==> src/rtl/decode_ctrl_pkg.sv <==
// Shared encodings for the instruction decode controller: opcode/func/cond
// codes, FSM states, flag bit positions and the decode helpers.
// Optional feature macro: MULT_EN (fmul / muli become legal instructions).
package decode_ctrl_pkg;

    localparam int unsigned INSTR_W = 16;
    localparam int unsigned FIELD_W = 4;
    localparam int unsigned FLAG_W  = 5;

    // Flag bit positions within psr / alu_flags = {c,l,f,z,n}
    localparam int unsigned FLAG_C = 4;
    localparam int unsigned FLAG_L = 3;
    localparam int unsigned FLAG_F = 2;
    localparam int unsigned FLAG_Z = 1;
    localparam int unsigned FLAG_N = 0;

    // Major opcodes
    localparam logic [3:0] OP_REG   = 4'b0000;
    localparam logic [3:0] OP_ANDI  = 4'b0001;
    localparam logic [3:0] OP_ORI   = 4'b0010;
    localparam logic [3:0] OP_XORI  = 4'b0011;
    localparam logic [3:0] OP_SPEC  = 4'b0100;
    localparam logic [3:0] OP_ADDI  = 4'b0101;
    localparam logic [3:0] OP_ADDUI = 4'b0110;
    localparam logic [3:0] OP_ADDCI = 4'b0111;
    localparam logic [3:0] OP_SHIFT = 4'b1000;
    localparam logic [3:0] OP_SUBI  = 4'b1001;
    localparam logic [3:0] OP_SUBCI = 4'b1010;
    localparam logic [3:0] OP_CMPI  = 4'b1011;
    localparam logic [3:0] OP_BCOND = 4'b1100;
    localparam logic [3:0] OP_MOVI  = 4'b1101;
    localparam logic [3:0] OP_MULI  = 4'b1110;
    localparam logic [3:0] OP_LUI   = 4'b1111;

    // Register-class func codes (0000, 1000, 1100 unused)
    localparam logic [3:0] FN_AND  = 4'b0001;
    localparam logic [3:0] FN_OR   = 4'b0010;
    localparam logic [3:0] FN_XOR  = 4'b0011;
    localparam logic [3:0] FN_NOT  = 4'b0100;
    localparam logic [3:0] FN_ADD  = 4'b0101;
    localparam logic [3:0] FN_ADDU = 4'b0110;
    localparam logic [3:0] FN_ADDC = 4'b0111;
    localparam logic [3:0] FN_SUB  = 4'b1001;
    localparam logic [3:0] FN_SUBC = 4'b1010;
    localparam logic [3:0] FN_CMP  = 4'b1011;
    localparam logic [3:0] FN_MOV  = 4'b1101;
    localparam logic [3:0] FN_MUL  = 4'b1110;
    localparam logic [3:0] FN_TEST = 4'b1111;

    // Shift-class func codes
    localparam logic [3:0] SH_LSH  = 4'b0000;
    localparam logic [3:0] SH_LSHI = 4'b0001;
    localparam logic [3:0] SH_ASH  = 4'b0010;
    localparam logic [3:0] SH_ASHI = 4'b0011;
    localparam logic [3:0] SH_ROT  = 4'b0100;
    localparam logic [3:0] SH_ROTI = 4'b0110;

    // Special-class func codes
    localparam logic [3:0] SP_LOAD  = 4'b0000;
    localparam logic [3:0] SP_STOR  = 4'b0100;
    localparam logic [3:0] SP_JAL   = 4'b1000;
    localparam logic [3:0] SP_JCOND = 4'b1100;
    localparam logic [3:0] SP_SCOND = 4'b1101;

    // Condition codes
    localparam logic [3:0] CC_EQ  = 4'd0;
    localparam logic [3:0] CC_NE  = 4'd1;
    localparam logic [3:0] CC_CS  = 4'd2;
    localparam logic [3:0] CC_CC  = 4'd3;
    localparam logic [3:0] CC_LO  = 4'd4;
    localparam logic [3:0] CC_NLO = 4'd5;
    localparam logic [3:0] CC_LT  = 4'd6;
    localparam logic [3:0] CC_GE  = 4'd7;
    localparam logic [3:0] CC_FS  = 4'd8;
    localparam logic [3:0] CC_FC  = 4'd9;
    localparam logic [3:0] CC_HI  = 4'd10;
    localparam logic [3:0] CC_LS  = 4'd11;
    localparam logic [3:0] CC_GT  = 4'd12;
    localparam logic [3:0] CC_LE  = 4'd13;
    localparam logic [3:0] CC_UC  = 4'd14;
    localparam logic [3:0] CC_NV  = 4'd15;

    typedef enum logic [1:0] {IDLE, EXEC, MEM, WB} state_t;

    typedef struct packed {
        logic [FIELD_W-1:0] oper;
        logic [FIELD_W-1:0] rdst;
        logic [FIELD_W-1:0] func;
        logic [FIELD_W-1:0] rsrc;
    } instr_t;

    typedef struct packed {
        logic illegal;
        logic writes;
        logic sets_psr;
        logic mem;
        logic stor;
        logic bcond;
        logic jcond;
        logic jal;
    } dec_t;

    // Classify an instruction into its writeback / flag / control effects
    function automatic dec_t decode(input logic [3:0] oper, input logic [3:0] func);
        dec_t d;
        d = '0;
        case (oper)
            OP_REG: begin
                case (func)
                    FN_AND, FN_OR, FN_XOR, FN_NOT,
                    FN_ADD, FN_ADDC, FN_SUB:          begin d.writes = 1'b1; d.sets_psr = 1'b1; end
                    FN_ADDU, FN_SUBC, FN_MOV:         d.writes = 1'b1;
                    FN_CMP, FN_TEST:                  d.sets_psr = 1'b1;
                    FN_MUL: begin
`ifdef MULT_EN
                        d.writes = 1'b1;
`else
                        d.illegal = 1'b1;
`endif
                    end
                    default:                          d.illegal = 1'b1;
                endcase
            end
            OP_ANDI, OP_ORI, OP_XORI,
            OP_ADDI, OP_ADDCI, OP_SUBI:               begin d.writes = 1'b1; d.sets_psr = 1'b1; end
            OP_CMPI:                                  d.sets_psr = 1'b1;
            OP_ADDUI, OP_SUBCI, OP_MOVI, OP_LUI:      d.writes = 1'b1;
            OP_MULI: begin
`ifdef MULT_EN
                d.writes = 1'b1;
`else
                d.illegal = 1'b1;
`endif
            end
            OP_SHIFT: begin
                case (func)
                    SH_LSH, SH_LSHI, SH_ASH, SH_ASHI,
                    SH_ROT, SH_ROTI:                  d.writes = 1'b1;
                    default:                          d.illegal = 1'b1;
                endcase
            end
            OP_BCOND:                                 d.bcond = 1'b1;
            OP_SPEC: begin
                case (func)
                    SP_LOAD:                          begin d.mem = 1'b1; d.writes = 1'b1; end
                    SP_STOR:                          begin d.mem = 1'b1; d.stor = 1'b1; end
                    SP_JAL:                           begin d.jal = 1'b1; d.writes = 1'b1; end
                    SP_JCOND:                         d.jcond = 1'b1;
                    SP_SCOND:                         d.writes = 1'b1;
                    default:                          d.illegal = 1'b1;
                endcase
            end
            default:                                  d.illegal = 1'b1;
        endcase
        return d;
    endfunction

    // Immediate: sign-extended for arithmetic-signed ops and branch offsets
    function automatic logic [INSTR_W-1:0] imm_ext(input instr_t i);
        logic [7:0] raw;
        raw = {i.func, i.rsrc};
        case (i.oper)
            OP_ADDI, OP_SUBI, OP_CMPI, OP_MOVI, OP_MULI, OP_BCOND: return {{8{raw[7]}}, raw};
            default:                                              return {8'h00, raw};
        endcase
    endfunction

endpackage

==> src/rtl/decode_ctrl_if.sv <==
// Instruction / ALU / memory control bundle between decode_ctrl and its neighbours.
interface decode_ctrl_if;
    import decode_ctrl_pkg::*;

    logic                 instr_valid;
    logic                 instr_ready;
    logic [INSTR_W-1:0]   instr;
    logic [FIELD_W-1:0]   oper;
    logic [FIELD_W-1:0]   func;
    logic [FIELD_W-1:0]   cond;
    logic                 imm_sel;
    logic [INSTR_W-1:0]   imm;
    logic [FIELD_W-1:0]   rdst;
    logic [FIELD_W-1:0]   rsrc;
    logic [FLAG_W-1:0]    alu_flags;
    logic [FLAG_W-1:0]    psr;
    logic                 reg_we;
    logic                 br_taken;
    logic                 jmp_taken;
    logic                 mem_req;
    logic                 mem_we;
    logic                 mem_ack;
    logic                 illegal_op;
    logic                 mem_err;

    modport master (
        input  instr_valid, instr, alu_flags, mem_ack,
        output instr_ready, oper, func, cond, imm_sel, imm, rdst, rsrc, psr,
               reg_we, br_taken, jmp_taken, mem_req, mem_we, illegal_op, mem_err
    );

    modport slave (
        output instr_valid, instr, alu_flags, mem_ack,
        input  instr_ready, oper, func, cond, imm_sel, imm, rdst, rsrc, psr,
               reg_we, br_taken, jmp_taken, mem_req, mem_we, illegal_op, mem_err
    );
endinterface

==> src/rtl/decode_ctrl_cond_eval.sv <==
// Combinational branch/jump/set condition evaluation from the psr flags.
module cond_eval
    import decode_ctrl_pkg::*;
(
    input  logic [FLAG_W-1:0]  psr,
    input  logic [FIELD_W-1:0] cond,
    output logic               taken
);

    // Map condition code onto flag expression
    always_comb begin
        taken = 1'b0;
        case (cond)
            CC_EQ:   taken =  psr[FLAG_Z];
            CC_NE:   taken = !psr[FLAG_Z];
            CC_CS:   taken =  psr[FLAG_C];
            CC_CC:   taken = !psr[FLAG_C];
            CC_LO:   taken =  psr[FLAG_L];
            CC_NLO:  taken = !psr[FLAG_L];
            CC_LT:   taken =  psr[FLAG_N];
            CC_GE:   taken = !psr[FLAG_N];
            CC_FS:   taken =  psr[FLAG_F];
            CC_FC:   taken = !psr[FLAG_F];
            CC_HI:   taken = !psr[FLAG_L] && !psr[FLAG_Z];
            CC_LS:   taken =  psr[FLAG_L] ||  psr[FLAG_Z];
            CC_GT:   taken = !psr[FLAG_N] && !psr[FLAG_Z];
            CC_LE:   taken =  psr[FLAG_N] ||  psr[FLAG_Z];
            CC_UC:   taken = 1'b1;
            default: taken = 1'b0;
        endcase
    end

endmodule

==> src/rtl/decode_ctrl.sv <==
// Instruction decode/control FSM: IDLE -> EXEC -> (MEM) -> WB -> IDLE.
// Optional feature macro: MULT_EN (see decode_ctrl_pkg).
module decode_ctrl
    import decode_ctrl_pkg::*;
#(
    parameter int unsigned MEM_TIMEOUT = 255
)
(
    input  logic          clk,
    input  logic          reset,
    decode_ctrl_if.master bus
);

    localparam int unsigned     CNT_W    = $clog2(MEM_TIMEOUT + 1);
    localparam logic [CNT_W-1:0] CNT_LAST = CNT_W'(MEM_TIMEOUT - 1);

    state_t               state_q, state_d;
    logic                 ready_q, ready_d;
    logic [FIELD_W-1:0]   oper_q, oper_d, func_q, func_d, cond_q, cond_d;
    logic [FIELD_W-1:0]   rdst_q, rdst_d, rsrc_q, rsrc_d;
    logic [INSTR_W-1:0]   imm_q, imm_d;
    logic                 imm_sel_q, imm_sel_d;
    logic [FLAG_W-1:0]    psr_q, psr_d, flags_q, flags_d;
    logic                 psr_upd_q, psr_upd_d;
    logic [CNT_W-1:0]     cnt_q, cnt_d;
    logic                 reg_we_q, reg_we_d, br_q, br_d, jmp_q, jmp_d;
    logic                 mem_req_q, mem_req_d, mem_we_q, mem_we_d;
    logic                 ill_q, ill_d, merr_q, merr_d;
    logic                 taken;
    instr_t               ins;
    dec_t                 dec;

    cond_eval u_cond_eval (
        .psr   (psr_q),
        .cond  (cond_q),
        .taken (taken)
    );

    // Next-state and next-output logic
    always_comb begin
        state_d   = state_q;
        oper_d    = oper_q;
        func_d    = func_q;
        cond_d    = cond_q;
        rdst_d    = rdst_q;
        rsrc_d    = rsrc_q;
        imm_d     = imm_q;
        imm_sel_d = imm_sel_q;
        psr_d     = psr_q;
        flags_d   = flags_q;
        psr_upd_d = psr_upd_q;
        cnt_d     = cnt_q;
        reg_we_d  = 1'b0;
        br_d      = 1'b0;
        jmp_d     = 1'b0;
        mem_req_d = 1'b0;
        mem_we_d  = 1'b0;
        ill_d     = 1'b0;
        merr_d    = 1'b0;
        ins       = instr_t'(bus.instr);
        dec       = decode(oper_q, func_q);

        case (state_q)
            IDLE: begin
                if (bus.instr_valid) begin
                    state_d   = EXEC;
                    oper_d    = ins.oper;
                    func_d    = ins.func;
                    rdst_d    = ins.rdst;
                    rsrc_d    = ins.rsrc;
                    imm_d     = imm_ext(ins);
                    imm_sel_d = !(ins.oper inside {OP_REG, OP_SPEC, OP_SHIFT});
                    psr_upd_d = 1'b0;
                    if (ins.oper == OP_BCOND ||
                        (ins.oper == OP_SPEC && (ins.func == SP_JCOND || ins.func == SP_SCOND)))
                        cond_d = ins.rdst;
                    else
                        cond_d = '0;
                end
            end
            EXEC: begin
                flags_d = bus.alu_flags;
                if (dec.mem) begin
                    state_d   = MEM;
                    mem_req_d = 1'b1;
                    mem_we_d  = dec.stor;
                    cnt_d     = '0;
                end else begin
                    state_d   = WB;
                    reg_we_d  = dec.writes;
                    br_d      = dec.bcond && taken;
                    jmp_d     = dec.jal || (dec.jcond && taken);
                    ill_d     = dec.illegal;
                    psr_upd_d = dec.sets_psr;
                end
            end
            MEM: begin
                if (bus.mem_ack) begin
                    state_d  = WB;
                    reg_we_d = dec.writes;
                end else if (cnt_q == CNT_LAST) begin
                    state_d = IDLE;
                    merr_d  = 1'b1;
                end else begin
                    mem_req_d = 1'b1;
                    mem_we_d  = dec.stor;
                    cnt_d     = cnt_q + CNT_W'(1);
                end
            end
            WB: begin
                state_d   = IDLE;
                psr_upd_d = 1'b0;
                if (psr_upd_q)
                    psr_d = flags_q;
            end
            default: state_d = IDLE;
        endcase

        ready_d = (state_d == IDLE);
    end

    // State and registered outputs; synchronous reset aborts any state
    always_ff @(posedge clk) begin
        if (reset) begin
            state_q   <= IDLE;
            ready_q   <= 1'b1;
            oper_q    <= '0;
            func_q    <= '0;
            cond_q    <= '0;
            rdst_q    <= '0;
            rsrc_q    <= '0;
            imm_q     <= '0;
            imm_sel_q <= 1'b0;
            psr_q     <= '0;
            flags_q   <= '0;
            psr_upd_q <= 1'b0;
            cnt_q     <= '0;
            reg_we_q  <= 1'b0;
            br_q      <= 1'b0;
            jmp_q     <= 1'b0;
            mem_req_q <= 1'b0;
            mem_we_q  <= 1'b0;
            ill_q     <= 1'b0;
            merr_q    <= 1'b0;
        end else begin
            state_q   <= state_d;
            ready_q   <= ready_d;
            oper_q    <= oper_d;
            func_q    <= func_d;
            cond_q    <= cond_d;
            rdst_q    <= rdst_d;
            rsrc_q    <= rsrc_d;
            imm_q     <= imm_d;
            imm_sel_q <= imm_sel_d;
            psr_q     <= psr_d;
            flags_q   <= flags_d;
            psr_upd_q <= psr_upd_d;
            cnt_q     <= cnt_d;
            reg_we_q  <= reg_we_d;
            br_q      <= br_d;
            jmp_q     <= jmp_d;
            mem_req_q <= mem_req_d;
            mem_we_q  <= mem_we_d;
            ill_q     <= ill_d;
            merr_q    <= merr_d;
        end
    end

    assign bus.instr_ready = ready_q;
    assign bus.oper        = oper_q;
    assign bus.func        = func_q;
    assign bus.cond        = cond_q;
    assign bus.rdst        = rdst_q;
    assign bus.rsrc        = rsrc_q;
    assign bus.imm         = imm_q;
    assign bus.imm_sel     = imm_sel_q;
    assign bus.psr         = psr_q;
    assign bus.reg_we      = reg_we_q;
    assign bus.br_taken    = br_q;
    assign bus.jmp_taken   = jmp_q;
    assign bus.mem_req     = mem_req_q;
    assign bus.mem_we      = mem_we_q;
    assign bus.illegal_op  = ill_q;
    assign bus.mem_err     = merr_q;

endmodule

==> src/flat_wrapper.sv <==
// flat-port wrapper written by rule: the top's interface ports become plain ports
module decode_ctrl_flat import decode_ctrl_pkg::*;
#(
    parameter int unsigned MEM_TIMEOUT = 255
)
  (clk, reset, bus_instr_valid, bus_instr, bus_alu_flags, bus_mem_ack, bus_instr_ready, bus_oper, bus_func, bus_cond, bus_imm_sel, bus_imm, bus_rdst, bus_rsrc, bus_psr, bus_reg_we, bus_br_taken, bus_jmp_taken, bus_mem_req, bus_mem_we, bus_illegal_op, bus_mem_err);
  decode_ctrl_if bus_i ();
  input  logic clk;
  input  logic reset;
  input wire logic [$bits(bus_i.instr_valid)-1:0] bus_instr_valid;
  input wire logic [$bits(bus_i.instr)-1:0] bus_instr;
  input wire logic [$bits(bus_i.alu_flags)-1:0] bus_alu_flags;
  input wire logic [$bits(bus_i.mem_ack)-1:0] bus_mem_ack;
  output wire logic [$bits(bus_i.instr_ready)-1:0] bus_instr_ready;
  output wire logic [$bits(bus_i.oper)-1:0] bus_oper;
  output wire logic [$bits(bus_i.func)-1:0] bus_func;
  output wire logic [$bits(bus_i.cond)-1:0] bus_cond;
  output wire logic [$bits(bus_i.imm_sel)-1:0] bus_imm_sel;
  output wire logic [$bits(bus_i.imm)-1:0] bus_imm;
  output wire logic [$bits(bus_i.rdst)-1:0] bus_rdst;
  output wire logic [$bits(bus_i.rsrc)-1:0] bus_rsrc;
  output wire logic [$bits(bus_i.psr)-1:0] bus_psr;
  output wire logic [$bits(bus_i.reg_we)-1:0] bus_reg_we;
  output wire logic [$bits(bus_i.br_taken)-1:0] bus_br_taken;
  output wire logic [$bits(bus_i.jmp_taken)-1:0] bus_jmp_taken;
  output wire logic [$bits(bus_i.mem_req)-1:0] bus_mem_req;
  output wire logic [$bits(bus_i.mem_we)-1:0] bus_mem_we;
  output wire logic [$bits(bus_i.illegal_op)-1:0] bus_illegal_op;
  output wire logic [$bits(bus_i.mem_err)-1:0] bus_mem_err;
  assign bus_i.instr_valid = bus_instr_valid;
  assign bus_i.instr = bus_instr;
  assign bus_i.alu_flags = bus_alu_flags;
  assign bus_i.mem_ack = bus_mem_ack;
  assign bus_instr_ready = bus_i.instr_ready;
  assign bus_oper = bus_i.oper;
  assign bus_func = bus_i.func;
  assign bus_cond = bus_i.cond;
  assign bus_imm_sel = bus_i.imm_sel;
  assign bus_imm = bus_i.imm;
  assign bus_rdst = bus_i.rdst;
  assign bus_rsrc = bus_i.rsrc;
  assign bus_psr = bus_i.psr;
  assign bus_reg_we = bus_i.reg_we;
  assign bus_br_taken = bus_i.br_taken;
  assign bus_jmp_taken = bus_i.jmp_taken;
  assign bus_mem_req = bus_i.mem_req;
  assign bus_mem_we = bus_i.mem_we;
  assign bus_illegal_op = bus_i.illegal_op;
  assign bus_mem_err = bus_i.mem_err;
  decode_ctrl #(.MEM_TIMEOUT(MEM_TIMEOUT)) u_core (.clk(clk), .reset(reset), .bus(bus_i));
endmodule
==> config.mk <==
export PLATFORM = sky130hd
export DESIGN_NAME = decode_ctrl_flat
export DESIGN_NICKNAME = d
export VERILOG_FILES = /design/src/rtl/decode_ctrl_pkg.sv /design/src/rtl/decode_ctrl_if.sv /design/src/rtl/decode_ctrl_cond_eval.sv /design/src/rtl/decode_ctrl.sv /design/src/flat_wrapper.sv
export SDC_FILE = /design/constraint.sdc
export NUM_CORES = 1
export LEC_CHECK = 0
export BUFFER_PORTS_ARGS = -buffer_cell sky130_fd_sc_hd__buf_2
export CAP_MARGIN = 10
export CORE_ASPECT_RATIO = 1.75
export CORE_MARGIN = 1.5
export CORE_UTILIZATION = 45
export DETAILED_ROUTE_END_ITERATION = 10
export PLACE_DENSITY = 0.71
export SYNTH_ARGS = -nofsm -noshare
export SYNTH_HDL_FRONTEND = slang
export SYNTH_SLANG_ARGS = --single-unit
==> constraint.sdc <==
create_clock -name clk -period 3.35 [get_ports clk]
set_input_delay 0.67 -clock clk [delete_from_list [all_inputs] [get_ports clk]]
set_output_delay 0.67 -clock clk [all_outputs]
set_load 0.02 [all_outputs]
# Yosys cells after proc, flatten, opt, wreduce, memory -nomap -nowiden
# Cells that the tools add are included.
[classes] n_div=0 addsub=1 n_eq_ne=62 muxes=44 mul=0 n_shift=0 n_reduce_logical=41 n_bitwise=2 n_lt_le_gt_ge=0
[op_table] op="equality test 4 bit, second input constant" n=30
[op_table] op="equality test 4 x 3 -> 1 bit, second input constant" n=14
[op_table] op="equality test 4 x 2 -> 1 bit, second input constant" n=6
[op_table] op="2-to-1 mux 1 bit" n=24
[op_table] op="2-to-1 mux 8 bit" n=3
[op_table] op="OR reduction 10 bit" n=2
[op_table] op="logical NOT 4 bit" n=4
[op_table] op="2-to-1 mux 16 bit" n=1
[op_table] op="case mux 8 bit (2 select lines)" n=1
[op_table] op="case mux 1 bit (15 select lines)" n=1
[op_table] op="equality test 4 x 1 -> 1 bit, second input constant" n=3
[op_table] op="OR reduction 12 bit" n=1
[op_table] op="OR reduction 6 bit" n=2
[op_table] op="2-to-1 mux 2 bit" n=5
[op_table] op="OR reduction 3 bit" n=3
[op_table] op="OR reduction 9 bit" n=1
[op_table] op="adder 8 x 1 -> 8 bit, second input constant" n=1
[op_table] op="equality test 8 bit, second input constant" n=1
[op_table] op="!= test 2 bit, second input constant" n=4
[op_table] op="case mux 1 bit (2 select lines)" n=4
[op_table] op="case mux 1 bit (4 select lines)" n=2
[op_table] op="case mux 2 bit (4 select lines)" n=1
[op_table] op="OR reduction 7 bit" n=1
[op_table] op="logical NOT 1 bit" n=6
[op_table] op="16 further kinds" n=29
[word_totals] memories=0 regBits=66 ramBits=0 input_bits=25 elab_cells=170 rom_bits=0 latch_bits=0

# Depth between registers and ports, before layout
# Gate-level depths: netlist of the first run.
[depth] word_depth=7 ltp_mapped=8 mapped_depth_nobuf=7

# Cells and area by module
# From an unflattened synthesis of the first run, not the netlist that was laid out.
[unflattened] hier_cells=343 hier_area_um2=2765.2
[modules_own_cells] module="decode_ctrl" n_inst=1 seq_area_each_um2=1021.0 area_per_inst_um2=2585.0 cells_per_inst=318
[modules_own_cells] module="cond_eval" n_inst=1 seq_area_each_um2=0.0 area_per_inst_um2=180.2 cells_per_inst=25

# Worst setup path before layout of the first run
# Ideal clock, no wire load.
[synth_path] path_kind="reg2reg" start="reg u_core.state_q[0]" end="reg u_core.cnt_q[5]" stages_incl_launch_ff=9 period_less_slack_ps=1745 setup_ps=126 arrival_ps=1619 slack_ps=1605 path_buffers=1 path_cell_list="dfxtp_1 > inv_1 > ha_1 > buf_2 > nand4_1 > o221ai_1 > nor4_1 > xnor2_1 > nor2_1"
[synth_via] elab_chain_cells=3
[synth_lines] item="start: declaration" line="decode_ctrl.sv:17" rtl="state_t state_q, state_d;"
[synth_lines] item="start signal: assignment" line="decode_ctrl.sv:146" rtl="state_q <= state_d;"
[synth_lines] item="equality test 2 bit or equality test 2 x 1 -> 1 bit (tied branches)" line="decode_ctrl.sv:63" rtl="case (state_q)"
[synth_lines] item="!= test 2 bit (no line) (tied with other cells)"
[synth_lines] item="AND reduction 4 bit (no line)"
[synth_lines] item="end signal: assignment" line="decode_ctrl.sv:158" rtl="cnt_q <= cnt_d;"
[synth_lines] item="end: declaration" line="decode_ctrl.sv:25" rtl="logic [CNT_W-1:0] cnt_q, cnt_d;"
# Several ways; a longest one is shown, not always the timed one.
# A chain may end at the register's enable or synchronous reset.

# Final worst setup path of the first run
[layout_path] start="reg u_core.state_q[1]" end="reg u_core.jmp_q, in the netlist u_core.bus.jmp_taken"
[layout_via] elab_chain_cells=3
[layout_lines] item="equality test 2 x 1 -> 1 bit" line="decode_ctrl.sv:63"
[layout_lines] item="inverter 1 bit (no line)"
[layout_lines] item="OR reduction 3 bit (no line)"
[layout_lines] item="end signal: assignment" line="decode_ctrl.sv:161" rtl="jmp_q <= jmp_d;"
[layout_lines] item="end: declaration" line="decode_ctrl.sv:26" rtl="logic reg_we_q, reg_we_d, br_q, br_d, jmp_q, jmp_d;"
# Every way passes these cells.

==> metrics.yaml, run 1 <==
route:
  dr.pass1.iters: 4
  totalWireLength_um: 5766
  routedWlPerCell_um: 13.10
  vias_per_cell: 5.375
  vias: 2365
  remaining_drc_errors: 0
  drt_iter0_drc: 122
  detail-route-antenna-nets: 0
synthesis:
  ys_seq_area_share_pct: 39.34
  synth.distinct_cells: 47
  ys_ff_latch: 51
  syn_nets: 347
  synth_top_area_share_pct: 39.34
  synthTopCellsByArea: "dfxtp_1, nand2_1, a21oi_1, buf_4, ha_1"
  synth-edff-count: 0
  syn_inst: 314
  synth_area_sq_um: 2595
  yosys.area.top_type: "dfxtp_1"
  async_reset_ff_share_pct: 0
  synth_ff_type: "dfxtp_1"
  yosysWarnings: 0
  avgSynthCellArea_sq_um: 8.264
final_layout:
  final_nets: 396
  antenna_cells: 0
  layout_commonest_cell: "buf_2"
  layout_common_cells: "buf_2, nand2_1, dfxtp_1"
  syn_to_final_growth_pct: 15.96
  drive_above_1_share_pct: 23.90
grt:
  grtUsageTotal_pct: 18.89
  antenna_found_initial: 0
  grt_pass1_wl_um: 9108
  overflow: 0
  grt_max_degree: 41
  first_global_vias: 2037
floorplan:
  pin_count: 75
  core_sq_um: 5585
  dieWidth_um: 60.41
  die_h_um: 103.5
  row_count: 36
  start_util_pct: 46.46
  die_area_sq_um: 6249
power:
  leakage_nw: 1.229
  power.density_nw_per_um2: 685.1
  peakVddDrop_mv: 0.3474
sta:
  hold_viol_final: 0
  final_max_slew_viol_count: 0
  tns_ps: 0
  clock.fmax_mhz: 449.3
  skew_ps: 8.282
  fin_crit_ps: 2226
  relSlewSlack_pct: 49.23
  rsz0062_at_grt: "false"
  tightestPinTransition_ps: 759.8
  setup_viol: 0
  whs_ps: 461.5
  fin_crit_sh_pct: 66.44
clock_network:
  htree_levels: 2
  cts_buffer_depth: 2
  root_buffer: "clkbuf_8"
  cts_tree: "yes"
  cts_sinks: 51
  clkSlewWorstSetupHoldPaths_ps: 90
  post-cts-setup-buffers: 0
  cts_buffers: 5
  postCtsResizedCells: 0
  ctsHoldBuffers: 0
  clk_latency_ps: 300
critical_path:
  crit_path_end_kind: "flip-flop"
  cp_num_buf_inv: 2
  start_kind: "flip-flop"
  crit_path_cell_trace: "inv_1 -> ha_1 -> inv_1 -> a41oi_4 -> nand2b_1 -> a2111oi_0"
  crit_slowest_cell: "ha_1"
  crit_type: "reg2reg"
  crit_required_ps: 3530
  critical_path.top_delay_family: "compound AO/OA/AOI/OAI gates"
  arrival_ps: 2410
  critical_path.max_fanout: 10
  cpPeakStageDelay_ps: 470
  cp_common_cell: "inv_1"
placed_design:
  gp_congestion: 0.7990
  port-buffer-count: 74
  place_hpwl_um: 4215
flow_run:
  drv_cap: 0
min_path:
  hold_class: "reg2reg"
status:
  outcome: "completed"
[worst paths after layout]
check | start | end | slack (ps) | cells after the start
max | u_core.state_q[1]$_SDFF_PP0_ | u_core.bus.jmp_taken$_SDFF_PP0_ | 1120 | 6
min | u_core.bus.rdst[1]$_SDFFE_PP0P_ | u_core.bus.rdst[1]$_SDFFE_PP0P_ | 460 | 2
max reg2reg | u_core.state_q[1]$_SDFF_PP0_ | u_core.bus.jmp_taken$_SDFF_PP0_ | 1120 | 6
min reg2reg | u_core.bus.rdst[1]$_SDFFE_PP0P_ | u_core.bus.rdst[1]$_SDFFE_PP0P_ | 460 | 2
[sequential cells by signal, summed over array words and instances (netlist names), 2 cells and up]
signal	cells
u_core.state_q	2
u_core.bus.cond	4
u_core.bus.oper	4
u_core.bus.imm	9
u_core.bus.rdst	4
u_core.flags_q	5
u_core.bus.psr	5
u_core.cnt_q	8
[power by group]
group	switching [W]	leakage, nW	internal, W	total [W]
sequential	0.000100	0.415	0.000697	0.000798
combinational	0.000489	0.748	0.000275	0.000764
clock	0.000201	0.0654	0.000299	0.000500
[cell families (layout without fill, tap and decap cells)]
kind of cell | count (synthesis) | after routing | share of synthesized area [%]
buf+inv | 42 | 92 | 8.535
simple gates | 127 | 127 | 24.06
fa+ha+maj | 9 | 9 | 4.243
compound gates | 65 | 65 | 16.44
mux | 11 | 11 | 4.340
flops | 51 | 51 | 39.34
xor+xnor | 9 | 9 | 3.038
[worst register-to-register path: stages (launching register included)]
cell       delay (ps)
dfxtp_1           370
inv_1             120
ha_1              470
inv_1             200
a41oi_4           390
nand2b_1          170
a2111oi_0         400
[metal layers]
metal	up-vias	GRT usage (%)	part of all wire [%]
met5	-	0	0
met4	0	7.179	2.0
met3	9	3.109	4.3
met2	65	33.78	52
met1	1107	21.90	41
li1	1184	-	-
[synthesized netlist by cell type (all sizes together) (2+ instances only)]
library cell and count:
mux2 2, inv 10, nor3b 3, o21ai 5
nor4b 3, nand2b 5, a21oi 34, xnor2 7
nand3 16, a211oi 3, nand4b 3, dfxtp 51
nand3b 2, and4 2, a2111oi 2, nand2 53
o311ai 3, buf 24, a31oi 2, a311oi 3
clkbuf 8, nor3 7, mux2i 9, xor2 2
and3b 2, nand4 3, o211ai 2, ha 8
a21o 2, nor2 23, nor4 3
[layout make-up]
type / count / area [sq um]
Multi-Input combinational cell: 221 / 1353
Clock buffer: 6 / 72.57
Fill cell: 565 / 2576
Sequential cell: 51 / 1021
Clock inverter: 2 / 60.06
Timing Repair Buffer: 74 / 370.4
Tap cell: 76 / 95.09
Inverter: 10 / 37.54
[metrics by stage]
step           total power (W)  utilization [%]  worst slack [ps]  std cells  instance area, sq um
6_report              0.002062            53.88              1124        440                  3009
5_1_grt               0.002215            53.88             910.6        440                  3009
3_3_place_gp          0.001568            51.50              1326        432                  2877
4_1_cts               0.002076            53.88              1138        440                  3009
3_5_place_dp          0.001576            51.50              1179        432                  2877
2_1_floorplan         0.001409                -              1605        314                  2595
Note: power is estimated with default switching activity, not from simulation.
==> inputs of run 2 (changes only) <==
Settings changed: PLACE_DENSITY 0.71 to 0.74.
Clock period 3.35 ns to 1.9 ns, I/O delays scaled along.
==> metrics.yaml, run 2 (same netlist as run 1, synthesis figures left out) <==
status:
  outcome: "completed"  # unchanged
sta:
  clock.fmax_mhz: 552.7  # was 449.3 MHz
  tns_ps: 0  # unchanged
  skew_ps: 8.263  # was 8.282 ps
  fin_crit_sh_pct: 95.23  # was 66.44%
  rsz0062_at_grt: "true"  # was false
  fin_crit_ps: 1809  # was 2226 ps
  relSlewSlack_pct: 61.00  # was 49.23%
  setup_viol: 0  # unchanged
  tightestPinTransition_ps: 570.3  # was 759.8 ps
  final_max_slew_viol_count: 0  # unchanged
  worst_slack_ps: 90.65  # was 1124 ps
  hold_viol_final: 0  # unchanged
grt:
  met3_usage_pct: 3.358  # was 3.109%
  overflow: 0  # unchanged
  grt_max_degree: 35  # was 41
  grt_busiest_layer: "met2"  # unchanged
  grtUsageTotal_pct: 19.82  # was 18.89%
  grt_pass1_wl_um: 9542  # was 9108 um
  grt_use_met1_pct: 22.12  # was 21.90%
  antenna_found_initial: 0  # unchanged
  grt_util_met2_pct: 35.03  # was 33.78%
  first_global_vias: 2231  # was 2,037
route:
  vias: 2421  # was 2,365
  detail-route-antenna-nets: 0  # unchanged
  remaining_drc_errors: 0  # unchanged
  drt_iter0_drc: 119  # was 122
  vias_per_cell: 5.309  # was 5.375
  routedWlPerCell_um: 13.41  # was 13.10 um
  totalWireLength_um: 6114  # was 5766 um
  dr.pass1.iters: 4  # unchanged
clock_network:
  clk_latency_ps: 310  # was 300 ps
  htree_levels: 2  # unchanged
  root_buffer: "clkbuf_8"  # unchanged
  cts_buffers: 5  # unchanged
  clkSlewWorstSetupHoldPaths_ps: 90  # about the same
  cts_tree: "yes"  # unchanged
  cts_sinks: 51  # unchanged
  cts_buffer_depth: 2  # unchanged
final_layout:
  layout_common_cells: "buf_2, nand2_1, dfxtp_1"  # unchanged
  final_nets: 412  # was 396
  fin_area_sq_um: 3117  # was 3009 sq um
  final.fill_count: 579  # was 565
  seq_area_sq_um: 1022  # was 1021 sq um
  antenna_cells: 0  # unchanged
  multiInputGateArea_sq_um: 1371  # was 1353 sq um
  largest_reg_flops: 9  # unchanged
  layout_commonest_cell: "buf_2"  # unchanged
  drive_above_1_share_pct: 28.16  # was 23.90%
  syn_to_final_growth_pct: 20.11  # was 15.96%
floorplan:
  row_count: 36  # unchanged
  core_sq_um: 5585  # unchanged
  die_h_um: 103.5  # unchanged
  dieWidth_um: 60.41  # unchanged
  die_area_sq_um: 6249  # unchanged
  pin_count: 75  # unchanged
  start_util_pct: 46.46  # unchanged
critical_path:
  critical_path.top_delay_family: "compound AO/OA/AOI/OAI gates"  # unchanged
  crit_slowest_cell: "o221ai_2"  # was ha_1
  cpPeakStageDelay_ps: 390  # was 470 ps
  start_kind: "flip-flop"  # unchanged
  arrival_ps: 2030  # was 2410 ps
  crit_required_ps: 2120  # was 3530 ps
  critical_path.max_fanout: 7  # was 10
  crit_path_end_kind: "flip-flop"  # unchanged
  cp_num_buf_inv: 1  # was 2
  crit_path_cell_trace: "inv_1 -> ha_1 -> nand4_1 -> o221ai_2 -> nor2_1 -> a211oi_1"  # was inv_1 -> ha_1 -> inv_1 -> a41oi_4 -> nand2b_1 -> a2111oi_0
  crit_type: "reg2reg"  # unchanged
flow_run:
  drv_cap: 0  # unchanged
placed_design:
  place_hpwl_um: 4606  # was 4215 um
  dpl_cell_area_sq_um: 2997  # was 2877 sq um
  port-buffer-count: 74  # unchanged
  gp_congestion: 0.8191  # was 0.7990
  dp_slack_ps: -1.535  # was 1179 ps
power:
  total_power_w: 0.003619  # was 0.002062 W
  peakVddDrop_mv: 0.6431  # was 0.3474 mV
  leakage_nw: 1.299  # was 1.229 nW
  power.density_nw_per_um2: 1161  # was 685.1 nW/um^2
min_path:
  hold_class: "in2reg"  # was reg2reg
-- run 2: changes by cell type in the layout (fill, tap and decap cells not counted), sizes merged --
cell | before | now
clkbuf | 6 | 8
buf | 74 | 90
bufinv | 2 | 0
-- run 2: worst paths after layout --
check	startpoint	end	slack, ps	cells past startpoint
setup / recovery	u_core.state_q[0]$_SDFF_PP0_	u_core.cnt_q[1]$_SDFFE_PP0P_	90	6
hold / removal	bus_instr[3]	u_core.bus.imm[3]$_SDFFE_PP0P_	300	3
setup reg to reg	u_core.state_q[0]$_SDFF_PP0_	u_core.cnt_q[1]$_SDFFE_PP0P_	90	6
hold reg to reg	u_core.bus.rdst[1]$_SDFFE_PP0P_	u_core.bus.rdst[1]$_SDFFE_PP0P_	460	2
-- run 2: cell type report --
type,instances,share of cell area (%)
flip-flops and latches,51,32.80
multi-input cells,221,44.00
repair buffers,90,15.74
well taps,76,3.051
inverters,10,1.204
clock buffers,8,3.212
-- run 2: per-stage QoR --
stage	hold slack [ps]	cells	utilization [%]
after CTS	295.0	456	55.56
after floorplan	442.9	314	-
after detailed placement	449.2	448	53.65
final	300.4	456	55.80
after global placement	443.4	448	53.65
after global routing	305.7	456	55.80
-- run 2: routing by layer --
layer / up-vias / wire length (um)
met4: 0 / 148
li1: 1212 / -
met3: 13 / 171
met1: 1146 / 2491
met2: 50 / 3302
met5: - / 0
-- run 2: what timing repair did --
item | in CTS | in global routing
pin swaps | 0 | 0
gates resized for setup | 1 | 3
endpoints found under the setup margin | 4 | 3
hold buffers | 0 | 0
setup buffers | 0 | 0
-- run 2: where the power goes --
group | switching [W] | internal (W) | total, W
Combinational | 0.000972 | 0.000614 | 0.00159
Clock | 0.000350 | 0.000333 | 0.000683
Sequential | 0.000120 | 0.00123 | 0.00135
Total | 0.00144 | 0.00218 | 0.00362
-- run 2: worst register-to-register path: stages, from the launching register on --
cell      delay (ps)
dfxtp_1          360
inv_1            160
ha_1             260
nand4_1          140
o221ai_2         390
nor2_1           150
a211oi_1         260
